`src/rtl/tail_light_pkg.sv`:
```
// Shared types and helpers for the tail-light sequencer.
// Holds the state encoding and the thermometer pattern builder.
package tail_light_pkg;

   typedef enum logic [2:0] {
      IDLE,
      SEQ_L,
      SEQ_R,
      SEQ_LR,
      HAZ_ON,
      HAZ_OFF
   } state_t;

   localparam int unsigned MAX_LAMPS = 32;

   // Lamps 0..pos-1 lit; callers truncate to their own bank width.
   function automatic logic [MAX_LAMPS-1:0] therm(input int unsigned pos);
      logic [MAX_LAMPS-1:0] pat;
      pat = '0;
      for (int unsigned i = 0; i < MAX_LAMPS; i++) begin
         if (i < pos) pat[i] = 1'b1;
      end
      return pat;
   endfunction

endpackage

```
`src/rtl/step_prescaler.sv`:
```
// Step-rate prescaler: pulses step once every STEP_CYCLES clocks.
// clr restarts the count so a newly entered state gets a full step period.
module step_prescaler #(
   parameter int STEP_CYCLES = 1
) (
   input  logic clk,
   input  logic reset,
   input  logic clr,
   output logic step
);

   localparam int TW = (STEP_CYCLES > 1) ? $clog2(STEP_CYCLES) : 1;
   localparam logic [TW-1:0] TICK_LAST = TW'(STEP_CYCLES - 1);

   logic [TW-1:0] tick_cnt;

   always_ff @(posedge clk) begin
      if (reset || clr || step) tick_cnt <= '0;
      else                      tick_cnt <= tick_cnt + 1'b1;
   end

   assign step = (tick_cnt == TICK_LAST);

endmodule

```
`src/rtl/tail_light_seq.sv`:
```
// Turn / hazard / brake lamp sequencer for a left and a right lamp bank.
// Lamp outputs are decoded from the next state and registered, so inputs show one cycle later.
module tail_light_seq
   import tail_light_pkg::*;
#(
   parameter int N_LAMPS     = 3,
   parameter int STEP_CYCLES = 1
) (
   input  logic               clk,
   input  logic               reset,
   input  logic               left,
   input  logic               right,
   input  logic               hazard,
   input  logic               brake,
   output logic [N_LAMPS-1:0] lamps_l,
   output logic [N_LAMPS-1:0] lamps_r,
   output logic               busy
);

   localparam int PW = $clog2(N_LAMPS + 1);
   localparam logic [PW-1:0]      POS_LAST = PW'(N_LAMPS);
   localparam logic [N_LAMPS-1:0] ALL_ON   = '1;

   state_t             state, state_nxt;
   logic [PW-1:0]      pos, pos_nxt;
   logic               step, clr;
   logic [N_LAMPS-1:0] pattern, brake_mask, lamps_l_nxt, lamps_r_nxt;

   step_prescaler #(.STEP_CYCLES(STEP_CYCLES)) u_prescaler (
      .clk   (clk),
      .reset (reset),
      .clr   (clr),
      .step  (step)
   );

   assign clr = (state_nxt != state);

   // NOTE: every combinational output gets a default first so no path infers a latch.
   always_comb begin
      state_nxt = state;
      pos_nxt   = pos;
      if (hazard) begin
         pos_nxt = '0;
         if (state == HAZ_ON) begin
            if (step) state_nxt = HAZ_OFF;
         end else if (state == HAZ_OFF) begin
            if (step) state_nxt = HAZ_ON;
         end else begin
            state_nxt = HAZ_ON;
         end
      end else begin
         case (state)
            IDLE: begin
               if (left || right) begin
                  pos_nxt   = PW'(1);
                  state_nxt = (left && right) ? SEQ_LR : (left ? SEQ_L : SEQ_R);
               end
            end
            SEQ_L, SEQ_R, SEQ_LR: begin
               if (step) begin
                  if (pos < POS_LAST) begin
                     pos_nxt = pos + PW'(1);
                  end else begin
                     state_nxt = IDLE;
                     pos_nxt   = '0;
                  end
               end
            end
            default: begin
               // Hazard released: an interrupted turn is dropped, never resumed.
               state_nxt = IDLE;
               pos_nxt   = '0;
            end
         endcase
      end
   end

   always_comb begin
      pattern     = N_LAMPS'(therm(32'(pos_nxt)));
      brake_mask  = brake ? ALL_ON : '0;
      lamps_l_nxt = brake_mask;
      lamps_r_nxt = brake_mask;
      case (state_nxt)
         SEQ_L:   lamps_l_nxt = pattern;
         SEQ_R:   lamps_r_nxt = pattern;
         SEQ_LR: begin
            lamps_l_nxt = pattern;
            lamps_r_nxt = pattern;
         end
         HAZ_ON: begin
            lamps_l_nxt = ALL_ON;
            lamps_r_nxt = ALL_ON;
         end
         HAZ_OFF: begin
            lamps_l_nxt = '0;
            lamps_r_nxt = '0;
         end
         default: ;
      endcase
   end

   // NOTE: sequential state uses non-blocking assignments so all registers update together.
   always_ff @(posedge clk) begin
      if (reset) begin
         state   <= IDLE;
         pos     <= '0;
         lamps_l <= '0;
         lamps_r <= '0;
         busy    <= 1'b0;
      end else begin
         state   <= state_nxt;
         pos     <= pos_nxt;
         lamps_l <= lamps_l_nxt;
         lamps_r <= lamps_r_nxt;
         busy    <= (state_nxt != IDLE);
      end
   end

endmodule

```
`config.mk`:
```
export PLATFORM = sky130hd
export DESIGN_NAME = tail_light_seq
export DESIGN_NICKNAME = d
export VERILOG_FILES = /design/src/rtl/tail_light_pkg.sv /design/src/rtl/step_prescaler.sv /design/src/rtl/tail_light_seq.sv
export SDC_FILE = /design/constraint.sdc
export NUM_CORES = 1
export LEC_CHECK = 0
export BUFFER_PORTS_ARGS = -buffer_cell sky130_fd_sc_hd__buf_2
export CORE_MARGIN = 3
export CORE_UTILIZATION = 45
export DETAILED_ROUTE_END_ITERATION = 16
export GPL_ROUTABILITY_DRIVEN = 0
export GPL_TIMING_DRIVEN = 0
export PLACE_DENSITY = 0.71
export SETUP_SLACK_MARGIN = 0.3
export SLEW_MARGIN = 20
export SYNTH_ARGS = -nofsm -noshare
export SYNTH_HDL_FRONTEND = slang
export SYNTH_SLANG_ARGS = --single-unit
```
`constraint.sdc`:
```
create_clock -name clk -period 1.99 [get_ports clk]
set_clock_uncertainty 0.2 [all_clocks]
set_input_delay 0.199 -clock clk [delete_from_list [all_inputs] [get_ports clk]]
set_output_delay 0.199 -clock clk [all_outputs]
set_load 0.02 [all_outputs]
```
=== Yosys cells after proc, flatten, opt, wreduce, memory -nomap -nowiden ===
Cells that the tools add are included.
Widths: inputs -> output; s select.

* $add $sub $neg: 2
* Magnitude comparators: 4
* Eq/ne operators: 11
* Muxes and demuxes: 22
* Bitwise logic cells: 1
* Reduce and logical (&&, ||, !) cells: 9

{| class="wikitable"
|+ Operators by type and width
! cell !! number
|-
| $mux 3 || 9
|-
| $pmux 3 s3 || 2
|-
| $eq 3x2->1 const B || 4
|-
| $eq 3x3->1 const B || 4
|-
| $mux 2 || 6
|-
| $eq 3x1->1 const B || 2
|-
| $pmux 3 s2 || 1
|-
| $lt 1x2->1 const A || 2
|-
| $pmux 2 s2 || 1
|-
| $reduce_or 2->1 || 2
|-
| $logic_not 3->1 || 1
|-
| $logic_or 1x1->1 || 3
|-
| $mux 1 || 3
|-
| $ne 3x3->1 || 1
|-
| $reduce_bool 3->1 || 1
|-
| $reduce_or 3->1 || 1
|-
| $add 2x1->2 const B || 1
|-
| $lt 2x2->1 const A || 1
|-
| $lt 2x2->1 const B || 1
|-
| $add 1x1->1 const B || 1
|-
| $logic_and 1x1->1 || 1
|-
| $not 1->1 || 1
|}

* Register bits: 13
* Output and inout bits: 7
* Logic and storage cells: 55

=== Depth between registers and ports, before layout ===
* Depth after elaboration: 8
* Mapped depth: 9

=== Cells and area by module ===
A second synthesis with hierarchy kept.

* Cell total of the unflattened synthesis: 70
* Area, all modules: 630.6 um^2

{| class="wikitable"
|+ By module, submodules not included
! module !! times used !! cells each !! area each (um^2) !! sequential area each (um^2)
|-
| tail_light_seq || 1 || 67 || 603.1 || 240.2
|-
| step_prescaler || 1 || 3 || 27.5 || 20.0
|}

=== Worst setup path before layout ===
No wires, ideal clock.

* Kind: reg2reg
* From: reg pos[0]
* To: reg lamps_r[0]
* Data arrival time: 1.599 ns
* Path slack: 0.075 ns
* Stages on the path, launching flop included: 10
* Path buffers: 0
* Cells stage by stage: dfxtp_1 ha_1 nand2b_1 a22o_2 nand2_1 inv_1 ha_1 mux2i_1 nor2_1 a41o_1

* Word-level cells in the longest chain between the ends: 8
* Elaborated cells between the ends (all ways): 19

{| class="wikitable"
|+ Ends and longest elaborated chain
! what !! RTL line !! RTL
|-
| start, declared || tail_light_seq.sv:25 || <nowiki>logic [PW-1:0] pos, pos_nxt;</nowiki>
|-
| start signal, assigned || tail_light_seq.sv:112 || <nowiki>pos <= pos_nxt;</nowiki>
|-
| $lt 2x2->1 (*) || tail_light_seq.sv:61 || <nowiki>if (pos < POS_LAST) begin</nowiki>
|-
| $mux 3 (*) || tail_light_seq.sv:61 ||
|-
| $mux 3 (*) || tail_light_seq.sv:60 || <nowiki>if (step) begin</nowiki>
|-
| $pmux 3 s2 (*) || tail_light_seq.sv:52 || <nowiki>case (state)</nowiki>
|-
| $mux 3 (*) || tail_light_seq.sv:42 || <nowiki>if (hazard) begin</nowiki>
|-
| net state_nxt[1] || tail_light_seq.sv:24 || <nowiki>state_t state, state_nxt;</nowiki>
|-
| $eq 3x2->1 || tail_light_seq.sv:83 || <nowiki>case (state_nxt)</nowiki>
|-
| $reduce_or 2->1 (no source line) || -- ||
|-
| $pmux 3 s3 (*) || tail_light_seq.sv:83 ||
|-
| end signal, assigned || tail_light_seq.sv:114 || <nowiki>lamps_r <= lamps_r_nxt;</nowiki>
|-
| end, declared || tail_light_seq.sv:16 || <nowiki>output logic [N_LAMPS-1:0] lamps_r,</nowiki>
|}

The timed path passes the listed nets; every way through them passes the cells marked *.
A chain may end at the register's enable or synchronous reset.

=== Worst setup path in the final report ===
* From: reg pos[1]
* To: reg lamps_r[0]

Same word-level chain as after synthesis.

==> summary.md <==
| Metric | Value |
|---|---|
| RSZ-0062 raised after global routing | yes |
| Internal | 0.419 mW |
| Worst skew pair latency | 270 ps |
| Fraction of the core area covered by cells at the end of the flow | 0.703 |
| Initial Utilization | 0.505 |
| Synthesis-to-finish area growth | 39.1% |
| Largest voltage drop on the vdd net | approximately 0.45 mV |
| Final setup slack of the worst path | about 36 ps |
| Cell area reported after detailed placement | 696 um^2 |
| Total standard cell area after synthesis | ~600 um^2 |
| Leak Pwr | roughly 0.36 nW |
| Total negative setup slack | 0 ps |
| Required time at the worst-slack endpoint | slightly below 2000 ps |
| CTS H-tree depth | 1 |
| Clock-pin slew on the worst setup and hold paths | around 70 ps |
| Post-route antenna net violation count | 0 |
| Clock sink total | 13 |
| Bufs on Longest Clock Path | 2 |
| Total grt overflow | 0 |
| Worst Setup Path Type | reg2reg |
| Min-delay worst type | in2reg |
| Area used by multi-input combinational logic | about 380 um^2 |
| Number of I/O port buffers | 11 |
| Global-route usage over all layers | 0.158 |
| Clock tree from TritonCTS | done |
| Portion of total power attributed to combinational logic | 0.230 |
| Overall routed net length | around 1300 um |
| Highest attainable clock frequency | just over 500 MHz |
| Start of the worst register-to-register path | pos[1] |
| Post-layout net count | between 90 and 100 |
| Synthesized netlist cell count | between 60 and 70 |
| Library cells used by synthesis | 32 |
| Part of the total power dissipated in sequential elements | 0.503 |
| Fin. Hold Viols | 0 |
| Sequential fraction of the synthesis area | 0.440 |
| Portion of the clock cycle consumed by the worst path in the final layout | 0.982 |
| Clock period minus final worst setup slack | 1950 ps |
| Worst Setup Start Kind | register |
| Number of inserted diodes | 0 |
| Initial antenna violation count | 0 |
| Chip Width | between 40 and 50 um |
| First-pass GRT wire length | ~2100 um |
| Launching instance or port of the critical path | pos[1] |
| Via density | about 5.4 |
| Share of cells above drive strength 1 | 0.500 |
| Power density normalized to cell area | ~700 mW/mm^2 |
| Number of inserted filler cells in the final layout | 95 |
| Number of warnings printed during yosys synthesis | 0 |
| Mean routed wirelength per cell | 12.9 um |
| Violation count after the first detailed-routing iteration | 11 |
| Die Outline Area | 0.00179 mm^2 |
| Highest net fanout along the worst path | 2 |
| Synth Net Count | 71 |
| Number of DRC violations after detailed routing | 0 |
| Finish-stage setup viols | 0 |
| Register cell area after layout | around 270 um^2 |
| Hpwl dp | ~860 um |
| Pre-CTS setup slack | roughly 14 ps |
| Placeable core area | ~0.0012 mm^2 |
| Synth Register Bits | 13 |
| Vias in the first global route | between 400 and 500 |
| Fraction of power consumed by the clock network | 0.267 |
| Cell at the root of the clock tree | sky130_fd_sc_hd__clkbuf_4 |
| Arrival time reported for the critical path endpoint | roughly 1900 ps |
| Average instance area after synthesis | 9.39 um^2 |
| Area share of the leading cell type in the synthesized netlist | 0.440 |
| Post-route standard cell area excluding fillers | ~820 um^2 |
| Vias | between 500 and 600 |
| Outcome | finished, final reports clean |
| Number of buffers created by CTS | 3 |
| Proportion of total power due to net switching | 0.279 |
| Cell row count | 12 |
| Largest net degree at the start of global routing | 10 |
| Number of pins exceeding their max-slew limit in the final report | 0 |
| Cell accounting for the most synthesized area | sky130_fd_sc_hd__dfxtp_1 |
| Max_cap viols | 0 |
| Reported net switching power | around 0.16 mW |
| Source of the worst hold timing path | reset |
| Critical Path Sink Type | register |
| Vert. Die Dim | approximately 42 um |
| Largest cells by area after synthesis | sky130_fd_sc_hd__dfxtp_1 44%, sky130_fd_sc_hd__nor2_1 5.7%, sky130_fd_sc_hd__ha_1 4.2%, sky130_fd_sc_hd__o31a_1 3.0%, sky130_fd_sc_hd__o21ai_0 2.5% |
| Number of top-level pins | 13 |
| Number of detailed-route iterations in the first pass | 4 |
==> final timing paths <==
check                     to  slack, ps  cells after the start
setup / recovery  lamps_r[0]         40                      9
hold / removal      state[2]         80                      2
setup reg to reg  lamps_r[0]         40                      9
hold reg to reg       pos[0]        300                      1
==> synthesized netlist by cell type <==
library cell and number:
sky130_fd_sc_hd__dfxtp_1 13, sky130_fd_sc_hd__nor2_1 9, sky130_fd_sc_hd__inv_1 4, sky130_fd_sc_hd__o21ai_0 3, sky130_fd_sc_hd__a21oi_1 2, sky130_fd_sc_hd__ha_1 2
sky130_fd_sc_hd__nand2_1 2, sky130_fd_sc_hd__nand2b_1 2, sky130_fd_sc_hd__o21a_1 2, sky130_fd_sc_hd__o31a_1 2, sky130_fd_sc_hd__a21boi_2 1, sky130_fd_sc_hd__a22o_2 1
sky130_fd_sc_hd__a311oi_1 1, sky130_fd_sc_hd__a31o_1 1, sky130_fd_sc_hd__a31oi_1 1, sky130_fd_sc_hd__a41o_1 1, sky130_fd_sc_hd__and2_1 1, sky130_fd_sc_hd__and3_4 1
sky130_fd_sc_hd__clkbuf_1 1, sky130_fd_sc_hd__conb_1 1, sky130_fd_sc_hd__inv_2 1, sky130_fd_sc_hd__mux2i_1 1, sky130_fd_sc_hd__nor2_4 1, sky130_fd_sc_hd__nor3_2 1
sky130_fd_sc_hd__nor3b_1 1, sky130_fd_sc_hd__nor4_1 1, sky130_fd_sc_hd__nor4b_1 1, sky130_fd_sc_hd__o21ai_2 1, sky130_fd_sc_hd__or2_1 1, sky130_fd_sc_hd__or4_1 1
sky130_fd_sc_hd__or4_4 1, sky130_fd_sc_hd__xor2_1 1
==> what timing repair did <==
action	CTS	global route
hold buffers	1	0
pin swaps	6	2
setup endpoints to repair	6	8
endpoints found under the hold margin	1	0
resized for setup	9	4
setup buffers	4	1
==> layout by cell type, fill, tap and decap left out, types with 2 or more instances in the layout <==
cell type	n
sky130_fd_sc_hd__clkbuf_1	2
sky130_fd_sc_hd__dfxtp_1	8
sky130_fd_sc_hd__buf_4	5
sky130_fd_sc_hd__inv_2	2
sky130_fd_sc_hd__nor2_1	8
sky130_fd_sc_hd__o21a_1	2
sky130_fd_sc_hd__dfxtp_4	2
sky130_fd_sc_hd__dfxtp_2	3
sky130_fd_sc_hd__nor2_4	2
sky130_fd_sc_hd__inv_1	3
sky130_fd_sc_hd__ha_4	2
sky130_fd_sc_hd__o21ai_0	3
sky130_fd_sc_hd__buf_2	11
sky130_fd_sc_hd__clkbuf_4	3
sky130_fd_sc_hd__o31a_1	2
==> critical path, cell delays in order, from the launching register on <==
cell and delay [ps]:
sky130_fd_sc_hd__dfxtp_2 360, sky130_fd_sc_hd__ha_4 150, sky130_fd_sc_hd__nand2b_4 60, sky130_fd_sc_hd__a22o_4 220
sky130_fd_sc_hd__nand2_4 70, sky130_fd_sc_hd__inv_2 40, sky130_fd_sc_hd__ha_4 260, sky130_fd_sc_hd__mux2i_1 190
sky130_fd_sc_hd__nor2_1 90, sky130_fd_sc_hd__a41o_1 220
==> metrics by stage <==
stage	hold WS (ps)	power [mW]	std cells
finish	78.3	0.580	98
CTS	70.8	0.579	97
global route	115	0.612	98
detailed placement	257	0.408	88
global placement	258	0.406	88
floorplan	70.2	0.376	63
==> final cells by class <==
class | count | area share
multi-input combinational | 44 | 0.465
sequential | 13 | 0.330
timing repair buffer | 17 | 0.125
clock buffer | 4 | 0.0319
inverter | 5 | 0.0228
tap | 14 | 0.0213
buffer | 1 | 0.00456
==> routing by layer <==
metal	routed length, um	up-vias	share of wire	GRT usage
met2	630	12	0.50	0.264
met5	0	-	0	0
li1	-	263	-	-
met3	56	4	0.044	0.0644
met4	24	0	0.019	0.0683
met1	551	246	0.44	0.173
==> cells by family after synthesis <==
| group | after synthesis | share of synthesized area |
|---|---|---|
| compound gates | 16 | 0.205 |
| simple gates | 23 | 0.237 |
| other cells | 1 | 0.00634 |
| mux | 1 | 0.0169 |
| flops | 13 | 0.440 |
| fa+ha+maj | 2 | 0.0423 |
| xor+xnor | 1 | 0.0148 |
| buf+inv | 6 | 0.0380 |
==> flip-flops by register name, summed over array words and instances (netlist names) <==
| register | cells |
|---|---|
| lamps_l | 3 |
| lamps_r | 3 |
| state | 3 |
| pos | 2 |
| busy | 1 |
| u_prescaler.tick_cnt | 1 |
==> power groups by stage <==
stage          sequential (mW)  clock (mW)  combinational (mW)
2_1_floorplan            0.313           0              0.0639
3_3_place_gp             0.296           0               0.110
3_5_place_dp             0.296           0               0.112
4_1_cts                  0.292       0.158               0.129
5_1_grt                  0.294       0.173               0.145
6_report                 0.292       0.155               0.134
Note: power is estimated with default switching activity, not from simulation.
